[config.mk]
export PLATFORM = sky130hd
export DESIGN_NAME = soc_riscv_lsu_axil
export DESIGN_NICKNAME = d
export VERILOG_FILES = /design/src/rtl/soc_riscv_pkg.sv /design/src/rtl/soc_riscv_lsu_align.sv /design/src/rtl/soc_riscv_lsu_axil.sv
export SDC_FILE = /design/constraint.sdc
export NUM_CORES = 1
export LEC_CHECK = 0
export ABC_AREA = 1
export CORE_MARGIN = 3
export CORE_UTILIZATION = 42
export CTS_BUF_LIST = sky130_fd_sc_hd__clkbuf_4 sky130_fd_sc_hd__clkbuf_8 sky130_fd_sc_hd__clkbuf_16
export DETAILED_ROUTE_END_ITERATION = 10
export GPL_TIMING_DRIVEN = 0
export MAX_ROUTING_LAYER = met4
export PLACE_DENSITY = 0.77
export RECOVER_POWER = 50
export SETUP_SLACK_MARGIN = 0.05
export SYNTH_ARGS = -nofsm -noshare
export SYNTH_HDL_FRONTEND = slang
export SYNTH_HIERARCHICAL = 1
export SYNTH_SLANG_ARGS = --single-unit
export TNS_END_PERCENT = 30
[constraint.sdc]
create_clock -name clk -period 2 [get_ports clk]
set_input_delay 0.4 -clock clk [delete_from_list [all_inputs] [get_ports clk]]
set_output_delay 0.4 -clock clk [all_outputs]
set_load 0.1 [all_outputs]
[src/rtl/soc_riscv_pkg.sv]
// Shared types for the RISC-V load/store path: access sizes, LSU states, data width.
package soc_riscv_pkg;

  localparam int unsigned DATA_W = 32;

  typedef enum logic [1:0] {
    BYTE = 2'b00,
    HALF = 2'b01,
    WORD = 2'b10
  } mem_size_t;

  typedef enum logic [2:0] {
    IDLE,
    RD_A,
    RD_D,
    WR,
    RESP
  } lsu_state_t;

endpackage

[src/rtl/soc_riscv_lsu_align.sv]
// Combinational lane logic: load extract/extend and sub-word store merge.
module soc_riscv_lsu_align
  import soc_riscv_pkg::*;
(
  input  logic [DATA_W-1:0] word,
  input  logic [1:0]        offset,
  input  mem_size_t         size,
  input  logic              is_unsigned,
  input  logic [DATA_W-1:0] wdata,
  output logic [DATA_W-1:0] load_data,
  output logic [DATA_W-1:0] store_word
);

  logic [7:0]  lane_b;
  logic [15:0] lane_h;

  always_comb begin
    lane_b     = word[{offset, 3'b000} +: 8];
    lane_h     = word[{offset[1], 4'b0000} +: 16];
    load_data  = word;
    store_word = wdata;
    case (size)
      BYTE: begin
        load_data  = {{24{lane_b[7] & ~is_unsigned}}, lane_b};
        store_word = word;
        store_word[{offset, 3'b000} +: 8] = wdata[7:0];
      end
      HALF: begin
        load_data  = {{16{lane_h[15] & ~is_unsigned}}, lane_h};
        store_word = word;
        store_word[{offset[1], 4'b0000} +: 16] = wdata[15:0];
      end
      default: ;
    endcase
  end

endmodule

[src/rtl/soc_riscv_lsu_axil.sv]
// AXI-lite data-port initiator: one core load/store becomes AR/R or AW/W traffic,
// with read-modify-write for sub-word stores and early rejection of misaligned requests.
module soc_riscv_lsu_axil #(
  parameter int unsigned ADDR_W = 32,
  parameter int unsigned DATA_W = 32
) (
  input  logic              clk,
  input  logic              rst,
  input  logic              req_valid,
  output logic              req_ready,
  input  logic              req_we,
  input  logic [1:0]        req_size,
  input  logic              req_unsigned,
  input  logic [ADDR_W-1:0] req_addr,
  input  logic [DATA_W-1:0] req_wdata,
  output logic              rsp_valid,
  output logic [DATA_W-1:0] rsp_rdata,
  output logic              rsp_err,
  output logic [ADDR_W-1:0] ARADDR,
  output logic              ARVALID,
  input  logic              ARREADY,
  input  logic [DATA_W-1:0] RDATA,
  input  logic              RVALID,
  output logic              RREADY,
  output logic [ADDR_W-1:0] AWADDR,
  output logic              AWVALID,
  input  logic              AWREADY,
  output logic [DATA_W-1:0] WDATA,
  output logic              WVALID,
  input  logic              WREADY
);
  import soc_riscv_pkg::*;

  lsu_state_t        state, state_d;
  logic              r_we, r_unsigned;
  logic [1:0]        r_size, r_off;
  logic [DATA_W-1:0] r_wdata;
  logic [DATA_W-1:0] load_data, merged;
  logic              aw_done, w_done;
  logic              aw_hs, w_hs, misaligned, accept, enter_wr;

  assign aw_hs    = AWVALID & AWREADY;
  assign w_hs     = WVALID & WREADY;
  assign accept   = (state == IDLE) & req_valid;
  assign enter_wr = (state != WR) & (state_d == WR);

  always_comb begin
    misaligned = 1'b0;
    case (mem_size_t'(req_size))
      BYTE:    misaligned = 1'b0;
      HALF:    misaligned = req_addr[0];
      WORD:    misaligned = |req_addr[1:0];
      default: misaligned = 1'b1;
    endcase
  end

  soc_riscv_lsu_align u_align (
    .word        (RDATA),
    .offset      (r_off),
    .size        (mem_size_t'(r_size)),
    .is_unsigned (r_unsigned),
    .wdata       (r_wdata),
    .load_data   (load_data),
    .store_word  (merged)
  );

  always_ff @(posedge clk or negedge rst) begin
    if (!rst) state <= IDLE;
    else      state <= state_d;
  end

  always_comb begin
    state_d = state;
    case (state)
      IDLE: if (req_valid) begin
        if (misaligned)                                state_d = RESP;
        else if (!req_we || req_size != 2'(WORD))      state_d = RD_A;
        else                                           state_d = WR;
      end
      RD_A:    if (ARREADY) state_d = RD_D;
      RD_D:    if (RVALID)  state_d = r_we ? WR : RESP;
      WR:      if ((aw_done | aw_hs) & (w_done | w_hs)) state_d = RESP;
      RESP:    state_d = IDLE;
      default: state_d = IDLE;
    endcase
  end

  // Every bus/core output is a flop loaded from the next state, so VALIDs never
  // combinationally follow READY and all outputs clear with the async reset.
  always_ff @(posedge clk or negedge rst) begin
    if (!rst) begin
      req_ready  <= 1'b0;
      rsp_valid  <= 1'b0;
      rsp_err    <= 1'b0;
      rsp_rdata  <= '0;
      ARADDR     <= '0;
      ARVALID    <= 1'b0;
      RREADY     <= 1'b0;
      AWADDR     <= '0;
      AWVALID    <= 1'b0;
      WDATA      <= '0;
      WVALID     <= 1'b0;
      aw_done    <= 1'b0;
      w_done     <= 1'b0;
      r_we       <= 1'b0;
      r_unsigned <= 1'b0;
      r_size     <= '0;
      r_off      <= '0;
      r_wdata    <= '0;
    end else begin
      req_ready <= (state_d == IDLE);
      ARVALID   <= (state_d == RD_A);
      RREADY    <= (state_d == RD_D);
      rsp_valid <= (state_d == RESP);
      rsp_err   <= 1'b0;
      rsp_rdata <= '0;
      if (accept) begin
        r_we       <= req_we;
        r_unsigned <= req_unsigned;
        r_size     <= req_size;
        r_off      <= req_addr[1:0];
        r_wdata    <= req_wdata;
        rsp_err    <= misaligned;
        ARADDR     <= {req_addr[ADDR_W-1:2], 2'b00};
        AWADDR     <= {req_addr[ADDR_W-1:2], 2'b00};
        WDATA      <= req_wdata;
      end
      if (state == RD_D && RVALID) begin
        if (r_we) WDATA     <= merged;
        else      rsp_rdata <= load_data;
      end
      if (enter_wr) begin
        AWVALID <= 1'b1;
        WVALID  <= 1'b1;
        aw_done <= 1'b0;
        w_done  <= 1'b0;
      end else begin
        if (aw_hs) begin
          AWVALID <= 1'b0;
          aw_done <= 1'b1;
        end
        if (w_hs) begin
          WVALID <= 1'b0;
          w_done <= 1'b1;
        end
      end
    end
  end

endmodule

==> summary.txt, run 1 <==
Worst setup path
  • WP data arrival: 1.49 ns
  • Worst Setup SP: ARADDR[2]
  • CP max stage cell: clkdlybuf4s15_2
  • Crit end category: output pin
  • Critical Path Fanout Max: 3
  • Critical setup path kind: flop to output pin
  • CP max stage delay: 0.55 ns
  • Depth of the worst register-to-register path: 11
  • R2R Setup Slk: 0.15 ns
  • RR Endpoint: WDATA[13]
  • Worst reg2reg startpoint: r_off[1]
  • Crit start category: flop
  • CP required: 1.60 ns
  • Crit path capture: AWADDR[2]
  • Worst path cell trace: buf_4 > clkdlybuf4s15_2

Timing
  • Final hold vios: 0
  • Final Setup Violations: 0
  • Final cycle utilization of the critical path: 0.943
  • Final worst slack: 0.115 ns
  • Max-slew headroom: -0.0909
  • FMAX: 0.530 GHz
  • Worst Skew: 0.00987 ns
  • Crit path time final: 1.89 ns
  • RSZ-0062 raised after global routing: yes
  • Fin Hold WS: 0.378 ns
  • Slew of the pin with the lowest slew margin: 1.64 ns
  • Slew Viols, Final: 73

Synth
  • Mapped Cells: 1034
  • Post-synthesis register bit count: 144
  • Synth unique cells: 30
  • EDFF count, synth: 0
  • Ys Warns: 6
  • Most frequent cell after synthesis: nand2_1
  • Syn_area_per_cell: 7.32 um^2
  • Post-synth top area share: 0.476
  • Seq/Total Area, Yosys: 0.476
  • Post-Syn Area: 0.00757 mm^2
  • Main flop type after synthesis: dfrtp_1
  • Top post-synthesis cells by count: nand2_1 (478), dfrtp_1 (144), nor2_1 (112), inv_1 (67), buf_4 (47)
  • Synth area leaders: dfrtp_1 (48%), nand2_1 (24%), nor2_1 (5.6%)
  • Ys async rst share: 1.00
  • Largest area contributor in the netlist: dfrtp_1

Clock tree
  • CTS root buffer: clkbuf_16
  • CTS max path bufs: 2
  • CTS tree: done
  • # H-tree levels: 4
  • Clock Latency Late Sink: 0.43 ns
  • Clk sinks: 144
  • Total CTS buffers: 17
  • Clk slew on worst S/H paths: 0.06 ns

Cells and area
  • Nets: 1412
  • Util after Layout: 0.635
  • Area Growth Syn to Fin: 46.6%
  • Antenna fix cells: 0
  • Share of cells above drive strength 1: 0.218

Global route
  • Initial antenna violation count: 0
  • Grt total ovfl: 0
  • Global-route wire length before repair: 39400 um
  • Total GRT Usage: 0.261
  • Number of global-route vias before repair: 7520
  • Met2 track utilization from global routing: 0.407
  • GRT busiest layer: met2
  • Met1 usage: 0.339
  • Pin count of the biggest net entering global routing: 74
  • Met3 Track Usage GR: 0.0594

Detailed routing
  • Post-Route WL: 24700 um
  • ANT nets after route: 0
  • DR vias: 7570
  • DRC: 0
  • Wire per inst: 16.1 um
  • Initial drt markers: 556
  • DR pass1 iterations: 5
  • Drt via density: 4.93

Placed design
  • Dpl hpwl: 18900 um
  • Placer Congestion: 0.984
  • Placement Setup Slack: -0.367 ns
  • PortBufs: 237

Die
  • DIE AREA: 0.0197 mm^2
  • Die Y: 140 um
  • Core box area: 0.0175 mm^2
  • Die Width: 140 um
  • I/O pin cnt: 242
  • # rows: 48
  • Initial core utilization: 0.433

Worst hold path
  • HP Class: primary input to asynchronous set/reset pin

Run
  • Max-cap violation count: 1

Outcome
  • Violated checks: capacitance limit, slew limit
  • Status: finished with violations
metrics by stage:
stage	instance area [um^2]	setup TNS [ns]	cells
2_1_floorplan	7580	0	1037
3_3_place_gp	10200	-745.22	1499
3_5_place_dp	10300	-9.68	1500
4_1_cts	11000	-0.0533	1530
5_1_grt	11100	0	1536
6_report	11100	0	1536
kinds of logic after synthesis:
logic type,after synthesis,synth area share
buffers and inverters,153,0.111
other,1,0.000495
and+or+nand+nor,665,0.352
AOI/OAI and AO/OA,66,0.0519
DFF,144,0.476
adders and majority gates,5,0.00827
state kept, by name, indices dropped and copies added, names as in the netlist, 2 cells and up:
| signal | cells |
|---|---|
| rsp_rdata | 32 |
| WDATA | 32 |
| r_size | 2 |
| ARADDR | 30 |
| r_off | 2 |
| r_wdata | 32 |
| state | 3 |
worst min path at each step:
| stage | from | end | slack (ns) | cells after the start |
|---|---|---|---|---|
| 2_1_floorplan | rst | ARADDR[10] | 0.10 | 0 |
| 3_3_place_gp | r_wdata[25] | r_wdata[25] | 0.46 | 2 |
| 3_5_place_dp | rst | rsp_rdata[10] | 0.45 | 1 |
| 4_1_cts | rst | rsp_rdata[10] | 0.006 | 1 |
| 5_1_grt | r_wdata[26] | r_wdata[26] | 0.50 | 2 |
| 6_report | rst | rsp_rdata[10] | 0.38 | 1 |
cell type report:
| class | count | area [um^2] |
|---|---|---|
| Tap cell | 225 | 282 |
| Timing Repair Buffer | 245 | 2610 |
| Sequential cell | 144 | 3610 |
| Multi-Input combinational cell | 740 | 3210 |
| Clock buffer | 19 | 440 |
| Clock inverter | 11 | 118 |
| Inverter | 77 | 300 |
| Buffer | 75 | 542 |
| Fill cell | 1528 | 6380 |
worst max-delay path, delay by kind of cell, from the launching register on:
kind                   cells  cell delay, ns
buffers and inverters      2            0.67
DFF                        1            0.38
timing repair:
item,4_1_cts,5_1_grt
setup endpoints to repair,163,33
hold buffers,0,0
resized for setup,405,25
buffers inserted,1,6
pin swaps,2,6
placed cells by master (no fill, tap or decap), drive strengths merged:
| cell | netlist | final |
|---|---|---|
| bufinv | 0 | 2 |
| nor2 | 117 | 117 |
| clkdlybuf4s50 | 0 | 105 |
| and2 | 5 | 5 |
| conb | 1 | 4 |
| clkinvlp | 0 | 2 |
| a21oi | 6 | 6 |
| nor3 | 2 | 2 |
| clkdlybuf4s15 | 0 | 130 |
| clkbuf | 4 | 34 |
| inv | 75 | 76 |
| ha | 5 | 5 |
| nand3b | 2 | 2 |
| nand3 | 45 | 45 |
| dfrtp | 144 | 144 |
| buf | 72 | 70 |
| o21ai | 22 | 22 |
| nand4 | 4 | 4 |
| a31oi | 32 | 32 |
| or2 | 5 | 5 |
| clkinv | 2 | 8 |
| a22oi | 1 | 1 |
| o211ai | 5 | 5 |
| nand2 | 485 | 485 |
routing by layer:
layer | up-vias | wire length, um
met5 | - | 0
met4 | 0 | 691
met3 | 46 | 1880
met2 | 308 | 11600
met1 | 3537 | 10500
li1 | 3679 | -
Power of run 1 is left out: the tool's default activity adds up to more than one toggle a clock period on the data nets, which glitch-free logic cannot reach.
==> run 2, diff against run 1 <==
Settings changed: GPL_TIMING_DRIVEN 0 to default.
==> summary.txt, run 2 (synthesized netlist as in run 1, its figures left out) <==
Outcome
  • Status: finished, final reports clean

Cells and area
  • Area Growth Syn to Fin: 36.3%
  • Most frequent cells in the layout: nand2_1 (479), buf_4 (152), dfrtp_1 (143)
  • # fillers: 1637 (+7.1%)
  • Largest registers: WDATA (32), r_wdata (32), rsp_rdata (32)
  • Share of cells above drive strength 1: 0.181 (-0.0373)
  • Nets: 1365 (-3.3%)
  • Antenna fix cells: 0 (unchanged)
  • Commonest non-fill, non-tap cell in the layout: nand2_1

Worst hold path
  • Hold EP: r_wdata[26]
  • HP Class: flop to flop
  • Worst Min Path Start: r_wdata[26]
  • WHS Path Cells: 2

Timing
  • Crit path time final: 1.83 ns (-0.0529 ns)
  • Worst Skew: 0.00918 ns (-0.000694 ns)
  • Final cycle utilization of the critical path: 0.916 (-0.0265)
  • Final hold vios: 0 (unchanged)
  • FMAX: 0.546 GHz (+2.9%)
  • Final Setup Violations: 0 (unchanged)
  • Fin Setup TNS: 0 ns (unchanged)
  • Max-slew headroom: 0.116 (+0.207)
  • Slew of the pin with the lowest slew margin: 1.33 ns (-0.311 ns)
  • Slew Viols, Final: 0 (-100%)
  • RSZ-0062 raised after global routing: yes

Worst setup path
  • RR Endpoint: WDATA[0]
  • WP data arrival: 2.13 ns (+0.64 ns)
  • Critical setup path kind: flop to flop
  • Crit end category: flop
  • Worst reg2reg startpoint: state[2]
  • Crit start category: flop
  • R2R Setup Slk: 0.17 ns (+0.02 ns)
  • Worst Setup SP: state[2]
  • Depth of the worst register-to-register path: 5 (-6)
  • Critical Path Fanout Max: 80 (+77)
  • CP required: 2.29 ns (+0.69 ns)

Global route
  • Initial antenna violation count: 0 (unchanged)
  • Pin count of the biggest net entering global routing: 81 (+9.5%)
  • Grt total ovfl: 0 (unchanged)
  • Global-route wire length before repair: 37000 um (-6.1%)
  • Total GRT Usage: 0.244 (-0.0172)
  • Number of global-route vias before repair: 6968 (-7.3%)

Die
  • Initial core utilization: 0.433 (unchanged)
  • Die Y: 140 um (unchanged)
  • I/O pin cnt: 242 (unchanged)
  • DIE AREA: 0.0197 mm^2 (unchanged)
  • # rows: 48 (unchanged)
  • Die Width: 140 um (unchanged)
  • Core box area: 0.0175 mm^2 (unchanged)

Placed design
  • PortBufs: 237 (unchanged)
  • Placer Congestion: 0.992 (+0.73%)
  • Dpl hpwl: 17800 um (-5.6%)

Clock tree
  • Clk slew on worst S/H paths: 0.06 ns (about the same)
  • CTS root buffer: clkbuf_16
  • Clock Latency Late Sink: 0.43 ns (about the same)
  • Setup repair bufs after CTS: 0 (-1)
  • Total CTS buffers: 17 (unchanged)
  • CTS tree: done
  • # H-tree levels: 4 (unchanged)
  • CTS max path bufs: 2 (unchanged)
  • Clk sinks: 144 (unchanged)

Detailed routing
  • Post-Route WL: 23600 um (-4.4%)
  • Drt via density: 4.92 (-0.14%)
  • DR pass1 iterations: 5 (unchanged)
  • DRC: 0 (unchanged)
  • Wire per inst: 15.8 um (-1.5%)
  • DR vias: 7338 (-3.1%)
  • Initial drt markers: 491 (-12%)
  • ANT nets after route: 0 (unchanged)

Run
  • Max-cap violation count: 0 (-1)
run 2: how the worst max path moves through the flow:
| stage | to | slack, ns | cells after the start |
|---|---|---|---|
| floorplan | WDATA[10] | 0.08 | 12 |
| global placement | req_ready | 0.11 | 7 |
| detailed placement | req_ready | 0.06 | 7 |
| CTS | WDATA[0] | 0.17 | 10 |
| global route | WDATA[19] | 0.009 | 3 |
| finish | WDATA[0] | 0.17 | 5 |
run 2: metal layers:
layer / wire length (um) / vias up / track usage / share of wire
met1: 10400 / 3424 / 0.337 / 0.44
met3: 1780 / 26 / 0.0526 / 0.075
met4: 440 / 0 / 0.0653 / 0.019
met2: 10900 / 304 / 0.368 / 0.46
li1: - / 3584 / - / -
met5: 0 / - / - / 0
run 2: metrics by stage:
| stage | setup WS (ns) | util | area [um^2] | cells | hold WS (ns) |
|---|---|---|---|---|---|
| finish | 0.168 | 0.590 | 10300 | 1491 | 0.481 |
| global route | 0.00866 | 0.590 | 10300 | 1491 | 0.510 |
| CTS | 0.174 | 0.594 | 10400 | 1491 | 0.483 |
| detailed placement | 0.0561 | 0.555 | 9710 | 1458 | 0.380 |
| global placement | 0.115 | 0.555 | 9710 | 1458 | 0.374 |
| floorplan | 0.0757 | - | 7580 | 1037 | 0.104 |
run 2: worst max-delay path, cell delays in order, from the launching register on:
cell      delay (ns)
dfrtp_1         0.41
nor2_1          0.28
nand3_4         0.12
clkbuf_4        0.54
nand2_1         0.20
a31oi_1         0.11
run 2: timing repair:
| action | in CTS | in global routing |
|---|---|---|
| resized for setup | 0 | 2 |
| setup endpoints to repair | 0 | 8 |
| hold buffers | 1 | 0 |
| endpoints found under the hold margin | 41 | 0 |
run 2: cell type report:
class | instances | area [um^2] | area share
well taps | 225 | 282 | 0.0273
clock buffers | 19 | 453 | 0.0439
multi-input cells | 740 | 3130 | 0.304
clock inverters | 13 | 209 | 0.0203
inverters | 77 | 293 | 0.0284
repair buffers | 273 | 2340 | 0.227
flip-flops and latches | 144 | 3600 | 0.350
Power of run 2 is left out for the same reason.
